## config.mk

```make
export PLATFORM = sky130hd
export DESIGN_NAME = bram_rd_capture
export DESIGN_NICKNAME = d
export VERILOG_FILES = /design/src/rtl/bram_rd_capture.sv
export SDC_FILE = /design/constraint.sdc
export NUM_CORES = 1
export LEC_CHECK = 0
export BUFFER_PORTS_ARGS = -buffer_cell sky130_fd_sc_hd__buf_2
export CORE_ASPECT_RATIO = 0.7
export CORE_MARGIN = 4
export CORE_UTILIZATION = 63
export DETAILED_ROUTE_END_ITERATION = 8
export GPL_ROUTABILITY_DRIVEN = 0
export PLACE_DENSITY = 0.89
export SLEW_MARGIN = 20
export SYNTH_ARGS = -nofsm -noshare
export SYNTH_HDL_FRONTEND = slang
export SYNTH_SLANG_ARGS = --single-unit
export TNS_END_PERCENT = 1
```

## constraint.sdc

```tcl
create_clock -name clk -period 6.76 [get_ports clk]
set_input_delay 0.676 -clock clk [delete_from_list [all_inputs] [get_ports clk]]
set_output_delay 0.676 -clock clk [all_outputs]
set_load 0.02 [all_outputs]
```

## src/rtl/bram_rd_capture.sv

```systemverilog
// bram_rd_capture: realigns BRAM read data to the read latency of the tapped
// sequencer, buffers it in a FIFO and presents it as a valid/ready stream
// with a last-word flag. Reports word count, 32-bit sum checksum, a sticky
// overflow flag and a one-cycle done pulse.
//   clk, rst_n            clock, async active-low reset
//   ram_en, ram_addr      sequencer BRAM port tap
//   ram_rd_data           BRAM read data (valid RD_LAT cycles after ram_en)
//   start_addr, rd_len    burst descriptor, stable during a burst
//   m_data/m_valid/m_ready/m_last   output stream (FIFO head)
//   word_cnt, checksum, overflow, done   burst status
module bram_rd_capture #(
  parameter int RD_LAT     = 1,
  parameter int FIFO_DEPTH = 16,
  parameter int FIFO_AW    = 4
) (
  input  logic        clk,
  input  logic        rst_n,
  input  logic        ram_en,
  input  logic [31:0] ram_addr,
  input  logic [31:0] ram_rd_data,
  input  logic [31:0] start_addr,
  input  logic [31:0] rd_len,
  output logic [31:0] m_data,
  output logic        m_valid,
  input  logic        m_ready,
  output logic        m_last,
  output logic [15:0] word_cnt,
  output logic [31:0] checksum,
  output logic        overflow,
  output logic        done
);

  typedef enum logic [1:0] {IDLE, ACTIVE, FLUSH, DONE} state_e;

  state_e              state_q, state_d;
  logic                ram_en_d1_q;
  logic [RD_LAT-1:0]   tag_vld_q, tag_vld_d;
  logic [RD_LAT-1:0]   tag_last_q, tag_last_d;
  logic [32:0]         mem_q [FIFO_DEPTH];
  logic [32:0]         mem_d [FIFO_DEPTH];
  logic [FIFO_AW-1:0]  wr_ptr_q, wr_ptr_d;
  logic [FIFO_AW-1:0]  rd_ptr_q, rd_ptr_d;
  logic [FIFO_AW:0]    cnt_q, cnt_d;
  logic [15:0]         word_cnt_q, word_cnt_d;
  logic [31:0]         checksum_q, checksum_d;
  logic                overflow_q, overflow_d;
  logic                done_q, done_d;

  logic start_burst, launch, is_last, cap, cap_last, empty, full, push, pop;

  always_comb begin
    start_burst = (state_q == IDLE) & ram_en & ~ram_en_d1_q;
    launch      = start_burst | ((state_q == ACTIVE) & ram_en);
    // 32-bit modular offset so bursts wrapping past the top of the space still terminate
    is_last     = ((ram_addr - start_addr) == (rd_len - 32'd4));
    cap         = tag_vld_q[RD_LAT-1];
    cap_last    = tag_last_q[RD_LAT-1];
    empty       = (cnt_q == '0);
    full        = cnt_q[FIFO_AW];
    pop         = ~empty & m_ready;
    // a full FIFO still accepts when the head leaves in the same cycle
    push        = cap & (~full | pop);

    tag_vld_d   = (tag_vld_q << 1)  | RD_LAT'(launch);
    tag_last_d  = (tag_last_q << 1) | RD_LAT'(launch & is_last);

    mem_d    = mem_q;
    wr_ptr_d = wr_ptr_q;
    rd_ptr_d = rd_ptr_q;
    cnt_d    = cnt_q;
    if (push) begin
      mem_d[wr_ptr_q] = {cap_last, ram_rd_data};
      wr_ptr_d        = wr_ptr_q + 1'b1;
    end
    if (pop) rd_ptr_d = rd_ptr_q + 1'b1;
    if (push && !pop)      cnt_d = cnt_q + 1'b1;
    else if (pop && !push) cnt_d = cnt_q - 1'b1;

    word_cnt_d = word_cnt_q;
    checksum_d = checksum_q;
    overflow_d = overflow_q;
    if (start_burst) begin
      word_cnt_d = '0;
      checksum_d = '0;
      overflow_d = 1'b0;
    end else if (cap) begin
      if (word_cnt_q != '1) word_cnt_d = word_cnt_q + 16'd1;
      checksum_d = checksum_q + ram_rd_data;
      if (!push) overflow_d = 1'b1;
    end

    state_d = state_q;
    case (state_q)
      IDLE:    if (start_burst) state_d = ACTIVE;
      ACTIVE:  if (cap && cap_last) state_d = FLUSH;
      FLUSH:   if (empty) state_d = DONE;
      DONE:    state_d = IDLE;
      default: state_d = IDLE;
    endcase
    done_d = (state_d == DONE);
  end

  always_ff @(posedge clk or negedge rst_n) begin
    if (!rst_n) begin
      state_q     <= IDLE;
      ram_en_d1_q <= 1'b0;
      tag_vld_q   <= '0;
      tag_last_q  <= '0;
      mem_q       <= '{default: '0};
      wr_ptr_q    <= '0;
      rd_ptr_q    <= '0;
      cnt_q       <= '0;
      word_cnt_q  <= '0;
      checksum_q  <= '0;
      overflow_q  <= 1'b0;
      done_q      <= 1'b0;
    end else begin
      state_q     <= state_d;
      ram_en_d1_q <= ram_en;
      tag_vld_q   <= tag_vld_d;
      tag_last_q  <= tag_last_d;
      mem_q       <= mem_d;
      wr_ptr_q    <= wr_ptr_d;
      rd_ptr_q    <= rd_ptr_d;
      cnt_q       <= cnt_d;
      word_cnt_q  <= word_cnt_d;
      checksum_q  <= checksum_d;
      overflow_q  <= overflow_d;
      done_q      <= done_d;
    end
  end

  assign m_valid  = ~empty;
  assign m_data   = empty ? '0 : mem_q[rd_ptr_q][31:0];
  assign m_last   = ~empty & mem_q[rd_ptr_q][32];
  assign word_cnt = word_cnt_q;
  assign checksum = checksum_q;
  assign overflow = overflow_q;
  assign done     = done_q;

endmodule
```

[Yosys cells after proc, flatten, opt, wreduce, memory -nomap -nowiden]
Cells that the tools add are included.
Word-level totals
  register bits: 596
  input bits: 132
  output and inout port bits: 84
  word-level logic and storage cells: 93
Operators by class
  add/subtract/negate cells: 8
  order comparisons: 3
  eq/ne operators: 7
  muxes and demuxes: 21
  bitwise logic cells: 14
  reduce and logical (&&, ||, !) cells: 13
Operator list (count)
  528-bit bitwise mux: 1
  33-bit binary-select mux with 4-bit select: 1
  33-bit demux with 4-bit select: 1
  33-bit 2-to-1 mux: 3
  32-bit 2-to-1 mux: 3
  16-bit 2-to-1 mux: 3
  32-bit adder: 1
  32-bit == test: 1
  32-bit by 3-bit subtractor with 32-bit output, second input constant: 1
  32-bit subtractor: 1
  16-bit by 1-bit adder with 16-bit output, second input constant: 1
  16-bit inequality test, second input constant: 1
  5-bit greater-or-equal comparator, second input constant: 2
  5-bit 2-to-1 mux: 2
  4-bit NOT with 5-bit output: 2
  4-bit by 1-bit adder with 4-bit output, second input constant: 2
  2-bit one-hot mux with 4 select lines: 1
  1-bit AND: 7
  2-bit == test, second input constant: 3
  2-bit 2-to-1 mux: 3
  2-bit nonzero test: 3
  5-bit by 1-bit adder with 5-bit output, second input constant: 1
  5-bit logical NOT: 1
  5-bit by 1-bit < comparator with 1-bit output, second input constant: 1
  other kinds (10): 20

[Depth between registers and ports, before layout]
Gate-level depths: netlist (run 1).
  depth in word-level cells: 9
  depth in mapped cells: 15
  gate-level depth less buffers: 15

[Worst setup path before layout (run 1)]
Ideal clock, no wire load.
  path kind: input to register
  from: in start_addr[7]
  to: reg tag_last_q (netlist: cap_last)
  arrival: 3.449 ns
  required time: 6.693 ns
  slack: 3.244 ns
  stages: 15
  buffers on the path: 1
  path through: inv_1 ha_1 clkbuf_1 a21oi_1 o21ai_1 a21o_1 a211o_1 a221o_1 a221oi_1 xnor2_1 nand3_1 nor4_1 nand4_1 nor3_1 o2111a_1
Between the ends
  cells in the longest elaborated chain, start to end: 3
Ends and longest elaborated chain
  start, declared: line 21  | input logic [31:0] start_addr,
  32-bit subtractor: line 55  | is_last = ((ram_addr - start_addr) == (rd_len - 32'd4));
  32-bit == test: line 55
  1-bit AND: line 65  | tag_last_d = (tag_last_q << 1) | RD_LAT'(launch & is_last);
  named net tag_last_d: line 38  | logic [RD_LAT-1:0] tag_last_q, tag_last_d;
  end signal, assigned: line 121  | tag_last_q <= tag_last_d;
  end, declared: line 38
The timed path passes the listed nets, and every way through them passes these cells.
A chain may end at the register's enable or synchronous reset.

[Worst setup path in the final report (run 1)]
  from: reg rd_ptr_q[0]
  to: out m_data[0]
Between the ends
  cells in the longest elaborated chain, start to end: 5
Ends and longest elaborated chain
  start, declared: line 42  | logic [FIFO_AW-1:0] rd_ptr_q, rd_ptr_d;
  start signal, assigned: line 124  | rd_ptr_q <= rd_ptr_d;
  4-bit NOT with 5-bit output (implied by the code): line 134  | assign m_data = empty ? '0 : mem_q[rd_ptr_q][31:0];
  33-bit binary-select mux with 4-bit select: line 134
  33-bit 2-to-1 mux (2 in a row)
  32-bit 2-to-1 mux: line 134
  end, declared: line 23  | output logic [31:0] m_data,
No other way between the ends. The select of a mux whose other input is x is not followed.

==> results of run 1 <==
-- worst reg2reg max path, delay by kind of cell, from the launching register on --
family	cells	cell delay (ns)
flops	1	0.46
mux	1	0.20
fa+ha+maj	1	0.39
simple gates	3	0.57
compound gates	7	2.30
-- area by class of cell --
type / count / area, sq um
clock inverter: 23 / 330
sequential: 596 / 14900
timing repair buffer: 243 / 1380
tap: 655 / 820
clock buffer: 71 / 1500
fill: 2922 / 13700
multi-input combinational: 1480 / 15300
antenna: 4 / 10.0
inverter: 47 / 176
-- per-stage QoR --
stage / instance area, sq um / std cells / hold WS (ns)
after global placement: 32600 / 3020 / 0.481
after global routing: 34400 / 3117 / 0.212
after CTS: 34400 / 3114 / 0.181
after floorplan: 30900 / 2275 / 0.380
after detailed placement: 32600 / 3020 / 0.488
final: 34500 / 3119 / 0.118
-- worst paths after layout --
path	to	cells past startpoint	startpoint	slack, ns
setup / recovery	m_data[0]	5	rd_ptr_q[0]	2.50
max in group asynchronous	mem_q[35]	3	rst_n	5.10
hold reg to reg	mem_q[437]	1	mem_q[437]	0.50
min in group clk	ram_en_d1_q	1	ram_en	0.24
hold / removal	mem_q[378]	1	rst_n	0.12
setup reg to reg	checksum[29]	12	checksum[17]	2.69
-- layout by cell type (no fill, tap or decap), types with 15 or more instances in the layout --
cell       instances
xnor2_1           91
o21ai_0           24
mux2i_1           31
a21oi_1           61
inv_1             46
buf_2            214
nand3_1           20
and2_1            35
mux2_2           530
a21o_1            28
nor2_1            89
buf_4             22
nor2b_1           16
o21ai_1           19
clkbuf_16         53
nand2b_1          15
nand2_1           58
xor2_1            37
nand2_2           16
mux4_2           165
dfrtp_1          591
ha_1              73
-- routing by layer --
metal | up-vias | share of wire
met3 | 243 | 0.085
met2 | 1006 | 0.48
li1 | 8677 | -
met1 | 10600 | 0.39
met5 | - | 0
met4 | 0 | 0.041
-- cell families (layout without fill, tap and decap cells) --
family,count (synthesis),count (layout)
other,0,4
AOI/OAI and AO/OA,213,213
adders and majority gates,76,76
muxes,726,726
buffers and inverters,199,384
xor gates and xnor gates,129,129
DFF,596,596
and+or+nand+nor,336,336
-- state kept, by name (all words and copies together) (netlist names) --
| register | flops |
|---|---|
| mem_q | 528 |
| done | 1 |
| checksum | 32 |
| cap | 1 |
| cap_last | 1 |
| wr_ptr_q | 4 |
| ram_en_d1_q | 1 |
| state_q | 2 |
| word_cnt | 16 |
| cnt_q | 5 |
| overflow | 1 |
| rd_ptr_q | 4 |
-- power by group --
| part | switching, mW | internal (mW) |
|---|---|---|
| Combinational | 3.36 | 3.88 |
| Sequential | 1.12 | 5.21 |
| Clock | 1.38 | 1.84 |
| Total | 5.86 | 10.9 |
==> run_results.csv, run 1 <==
group,metric,value,unit
grt,overflow,0,
timing,setup-tns-final,0,ns
layout,layout.nets,2629,
logic_synthesis,mappedNetlistNets,2483,
logic_synthesis,synthArstFlopShare,1.00,
die,row_count,67,
timing,rsz0062_at_grt,"false",
critical_path,cpPeakStageDelay,0.82,ns
routing,num_vias,20600,
cts,cts_setup_buffers,0,
layout,fin_util,0.715,
outcome,status,"completed",
timing,setup_viol,0,
routing,drcViolationCount,0,
logic_synthesis,synth_top_family_by_area,"multiplexers",
layout,drive_gt1_frac,0.434,
critical_path,cpLargestDelayFamily,"multiplexers",
logic_synthesis,synth_mux_area_frac,0.323,
placement,hpwlAfterDp,49100,um
die,die_w,273,um
power,p_leak,15.7,nW
critical_path,crit_buf_inv,2,
cts,clock-sinks,596,
grt,grt_pass1_wl,125000,um
grt,met3_usage,0.0596,
critical_path,critPathMaxFanout,77,
logic_synthesis,seq_area_frac_synth,0.482,
logic_synthesis,ys_top_cells_by_area,"dfrtp_1, mux2_2, mux4_2",
cts,cts_max_path_buffers,3,
timing,worst_slack,2.50,ns
logic_synthesis,postSynthCellCount,2275,
timing,final.min_clock_period,4.26,ns
cts,clk_latency,0.60,ns
power,finalPower,16.8,mW
logic_synthesis,yosys.area_share.adder,0.0315,
layout,syn2layout_area_growth,11.4,%
hold_path,hold_class,"input pin to async pin",
die,start_util,0.642,
critical_path,worst_setup_path_end_kind,"primary output",
die,die_h,193,um
logic_synthesis,synth_edf_count,0,
cts,cts_buffers,53,
power,p_per_area,487,nW/um^2
job,drv_cap,0,
cts,cts_tree,"built",
cts,post_cts_resized,0,
timing,max_freq,235,MHz
timing,period_share,0.631,
grt,grt_max_degree,184,
timing,slew_headroom,0.223,
routing,first_pass_iters,5,
logic_synthesis,yosysMostFrequentCell,"dfrtp_1",
routing,drt-initial-drc-count,1843,
grt,grt.busiest_layer,"met2",
power,peakVddDrop,302,uV
logic_synthesis,yosysTopAreaCell,"dfrtp_1",
die,coreArea,48200,sq um
critical_path,required,6.08,ns
placement,pre_cts_ws,2.29,ns
logic_synthesis,synth.avg_cell_area,13.6,sq um
logic_synthesis,post_synth_xor_area_fraction,0.0368,
die,dieArea,52800,sq um
critical_path,cp.arrival,3.59,ns
critical_path,critPathKind,"register to primary output",
grt,use_met2,0.492,
logic_synthesis,yosys.area_share.simple,0.0573,
logic_synthesis,synth_top_cell_area_share,0.482,
logic_synthesis,synth_commonest_cells,"dfrtp_1, mux2_2, mux4_2",
logic_synthesis,synth_area,30900,sq um
logic_synthesis,synth_top_flop_cell,"dfrtp_1",
cts,htree_levels,2,
grt,grt_usage,0.304,
routing,wl_per_cell,25.7,um
routing,wl,80300,um
critical_path,crit_chain,"buf_12 > mux4_2 > mux4_2 > and2_1 > buf_2",
grt,grt_util_met1,0.412,
timing,tightest_slew,1.16,ns
cts,ctsRootBufferMaster,"clkbuf_16",
logic_synthesis,yosysWarnings,0,
critical_path,cpMostUsedCell,"mux4_2",
cts,clkTransAtPathRegs,0.06,ns
routing,drt.antenna.violating_nets,0,
die,num_io_pins,216,
placement,port_buffers,215,
logic_synthesis,synth_cell_types,73,
logic_synthesis,synth_compound_area_frac,0.0448,
critical_path,cp_slowest_cell,"dfrtp_4",
grt,grt_pass1_vias,21900,
timing,finalHoldViolCount,0,
critical_path,start_kind,"register",
timing,skew,0.0335,ns
logic_synthesis,ys_seq_elements,596,
grt,antenna_found_initial,5,
timing,final_max_slew_viol_count,0,
routing,vias_per_cell,6.59,
cts,cts_hold_buf,0,
(Power assumes the default switching activity.)
==> run 2, diff against run 1 <==
Settings changed: ABC_AREA set to 1, CORE_UTILIZATION 63 to 55, PLACE_DENSITY 0.89 to 0.82.
Clock period 6.76 ns to 3.6 ns, I/O delays scaled along.
==> run 2 against run 1 <==
Register-to-register slack got worse by 2.2 ns. Total power increased by 88%. Die area increased by 18%. Cell count grew 58%. Clock power up 91%. Routed wire length grew 20%. Worst setup slack got worse by 2.4 ns. Flip-flop and latch count unchanged. Clock skew grew 0.0022 ns. Worst hold slack worse by 0.014 ns. Synthesized cell count rose by 79%. Via count grew 45%.
==> run_results.csv, run 2 <==
group,metric,value,unit
layout,n_antenna_cell,0,
routing,drt-initial-drc-count,3500,
critical_path,worst_setup_path_end_kind,"primary output",
layout,most-common-layout-cells,"nand2_1, dfrtp_1, nor2_1, o21ai_0, o21ai_1",
routing,vias_per_cell,6.04,
logic_synthesis,synth_commonest_cells,"nand2_1, dfrtp_1, nor2_1",
grt,overflow,0,
critical_path,cp.arrival,3.14,ns
critical_path,cpLargestDelayFamily,"buffers and inverters",
logic_synthesis,synth.avg_cell_area,7.88,sq um
logic_synthesis,seq_area_frac_synth,0.466,
power,power.net_switching,13.7,mW
critical_path,start_kind,"register",
timing,final_max_slew_viol_count,0,
logic_synthesis,synth_area,32000,sq um
logic_synthesis,synth_edf_count,0,
outcome,status,"completed",
critical_path,crit_chain,"inv_4 > buf_12 > o21ai_0 > o22ai_1 > nor2_1 > nor2_1 > o21ai_0 > a21oi_2 > buf_2",
power,p_clk_frac,0.195,
critical_path,r2r-start,"cnt_q[4]",
logic_synthesis,synth_cell_types,53,
critical_path,cp_num_cells,9,
grt,grt_usage,0.307,
die,row_count,73,
critical_path,cp_slowest_cell,"dfrtp_4",
die,num_io_pins,216,
logic_synthesis,ys_top_cells_by_area,"dfrtp_1, nand2_1, o21ai_0",
routing,drt.antenna.violating_nets,0,
grt,antenna_found_initial,2,
die,die_h,210,um
timing,rsz0062_at_grt,"false",
power,peakVddDrop,602,uV
layout,drive_gt1_frac,0.113,
cts,clk_latency,0.64,ns
timing,final.min_clock_period,3.50,ns
critical_path,critPathKind,"register to primary output",
cts,cts_setup_buffers,0,
job,drv_cap,0,
cts,cts_tree,"built",
timing,tightest_slew,1.15,ns
critical_path,critPathMaxFanout,56,
critical_path,cp-endpoint,"m_data[6]",
logic_synthesis,synthArstFlopShare,1.00,
power,comb_power_share,0.443,
critical_path,rr_endpoint,"cnt_q[4]",
layout,syn2layout_area_growth,10.9,%
power,seqPwrFrac,0.362,
cts,htree_levels,2,
routing,first_pass_iters,8,
layout,final_common_cell,"nand2_1",
timing,max_freq,286,MHz
critical_path,cpPeakStageDelay,0.73,ns
routing,wl,96400,um
critical_path,crit_buf_inv,3,
layout,top_register,"mem_q",
routing,num_vias,29800,
logic_synthesis,yosysWarnings,0,
critical_path,startpoint,"rd_ptr_q[1]",
die,coreArea,57200,sq um
timing,period_share,0.972,
logic_synthesis,synth_top_cell_area_share,0.466,
power,p_int,17.8,mW
cts,cts_buffers,56,
layout,layout.nets,4348,
power,p_per_area,886,nW/um^2
routing,drcViolationCount,0,
logic_synthesis,postSynthCellCount,4063,
critical_path,required,3.24,ns
critical_path,rr_worst_depth,15,
layout,largest_register_ffs,528,
layout,fin_util,0.621,
timing,skew,0.0358,ns
timing,slew_headroom,0.231,
logic_synthesis,synth_top_flop_cell,"dfrtp_1",
routing,wl_per_cell,19.5,um
timing,finalHoldViolCount,0,
cts,ctsRootBufferMaster,"clkbuf_16",
power,switching_share,0.434,
placement,port_buffers,215,
cts,clock-sinks,596,
timing,setup_viol,0,
cts,cts_max_path_buffers,3,
critical_path,reg2reg_slack,0.49,ns
hold_path,hold_class,"input pin to register",
logic_synthesis,yosysTopAreaCell,"dfrtp_1",
grt,grt_pass1_wl,152000,um
logic_synthesis,mappedNetlistNets,4271,
cts,clkTransAtPathRegs,0.06,ns
grt,grt_max_degree,105,
power,p_leak,17.0,nW
grt,grt_pass1_vias,27800,
die,dieArea,62200,sq um
die,start_util,0.560,
die,die_w,296,um
placement,hpwlAfterDp,61800,um
logic_synthesis,ys_seq_elements,596,
logic_synthesis,yosysMostFrequentCell,"nand2_1",
timing,setup-tns-final,0,ns
[run 2: cell count changes after synthesis, sizes merged, moves of 34 or more]
cell | before | now
inv | 47 | 236
mux4 | 165 | 0
clkbuf | 87 | 166
o221ai | 0 | 96
o22ai | 2 | 36
nor2 | 89 | 483
o21ai | 43 | 887
and2 | 35 | 1
nand2 | 75 | 961
xnor2 | 92 | 12
nand3 | 20 | 123
buf | 65 | 102
a21oi | 61 | 125
mux2 | 530 | 0
[run 2: metal layers]
| layer | share of wire | routed length, um | vias to the layer above | track usage |
|---|---|---|---|---|
| li1 | - | - | 13800 | - |
| met1 | 0.42 | 40400 | 14200 | 0.442 |
| met2 | 0.43 | 41400 | 1580 | 0.456 |
| met3 | 0.12 | 11800 | 216 | 0.0828 |
| met4 | 0.029 | 2790 | 0 | 0.0926 |
| met5 | 0 | 0 | - | 0 |
[run 2: cells by family (layout without fill, tap and decap cells)]
group,Yosys count,in the layout,share of synthesized area
AO/OA/AOI/OAI,1188,1188,0.207
adder cells (fa/ha/maj),76,76,0.0304
XOR/XNOR,48,48,0.0131
AND/OR/NAND/NOR,1645,1645,0.209
buffers and inverters,510,631,0.0738
flip-flops,596,596,0.466
[run 2: layout make-up]
type / instances / area, sq um
Fill cell: 4880 / 21700
Sequential cell: 596 / 14900
Multi-Input combinational cell: 2957 / 14900
Timing Repair Buffer: 287 / 1960
Clock buffer: 81 / 1620
Tap cell: 750 / 938
Inverter: 242 / 923
Clock inverter: 21 / 278
[run 2: worst register-to-register path: cells and delay by family, from the launching register on]
kind / cells / cell delay (ns)
AND/OR/NAND/NOR: 7 / 0.65
adder cells (fa/ha/maj): 2 / 0.64
AO/OA/AOI/OAI: 2 / 0.60
buffers and inverters: 3 / 0.52
flip-flops: 1 / 0.45
XOR/XNOR: 1 / 0.13
[run 2: worst min path at each step]
stage                           from          end  slack, ns  depth (start not counted)
final                        m_ready  rd_ptr_q[0]       0.10                          3
after CTS                    m_ready  rd_ptr_q[0]       0.08                          3
after global routing         m_ready  rd_ptr_q[0]       0.11                          3
after global placement    mem_q[301]   mem_q[301]       0.46                          2
after detailed placement  mem_q[442]   mem_q[442]       0.47                          2
after floorplan                rst_n          cap       0.06                          0
[run 2: repair_timing]
action,in CTS,in global routing
gates resized for setup,0,3
endpoints found under the hold margin,93,0
hold buffers,2,0
setup endpoints to repair,0,5
[run 2: power by group through the flow]
stage          clock [mW]  sequential (mW)  combinational (mW)
2_1_floorplan           0             11.0                9.48
3_3_place_gp            0             11.3                13.2
3_5_place_dp            0             11.4                13.7
4_1_cts              6.20             11.3                13.8
5_1_grt              6.46             11.7                15.5
6_report             6.14             11.4                13.9
[run 2: metrics by stage]
stage / setup WS (ns) / hold slack (ns) / power [mW] / instances / instance area, sq um
after floorplan: 1.15 / 0.0644 / 20.5 / 4063 / 32000
after global placement: 0.574 / 0.459 / 24.5 / 4830 / 33600
after detailed placement: 0.520 / 0.468 / 25.1 / 4830 / 33600
after CTS: 0.110 / 0.0769 / 31.3 / 4934 / 35500
after global routing: 0.0329 / 0.109 / 33.6 / 4934 / 35500
final: 0.101 / 0.104 / 31.5 / 4934 / 35500
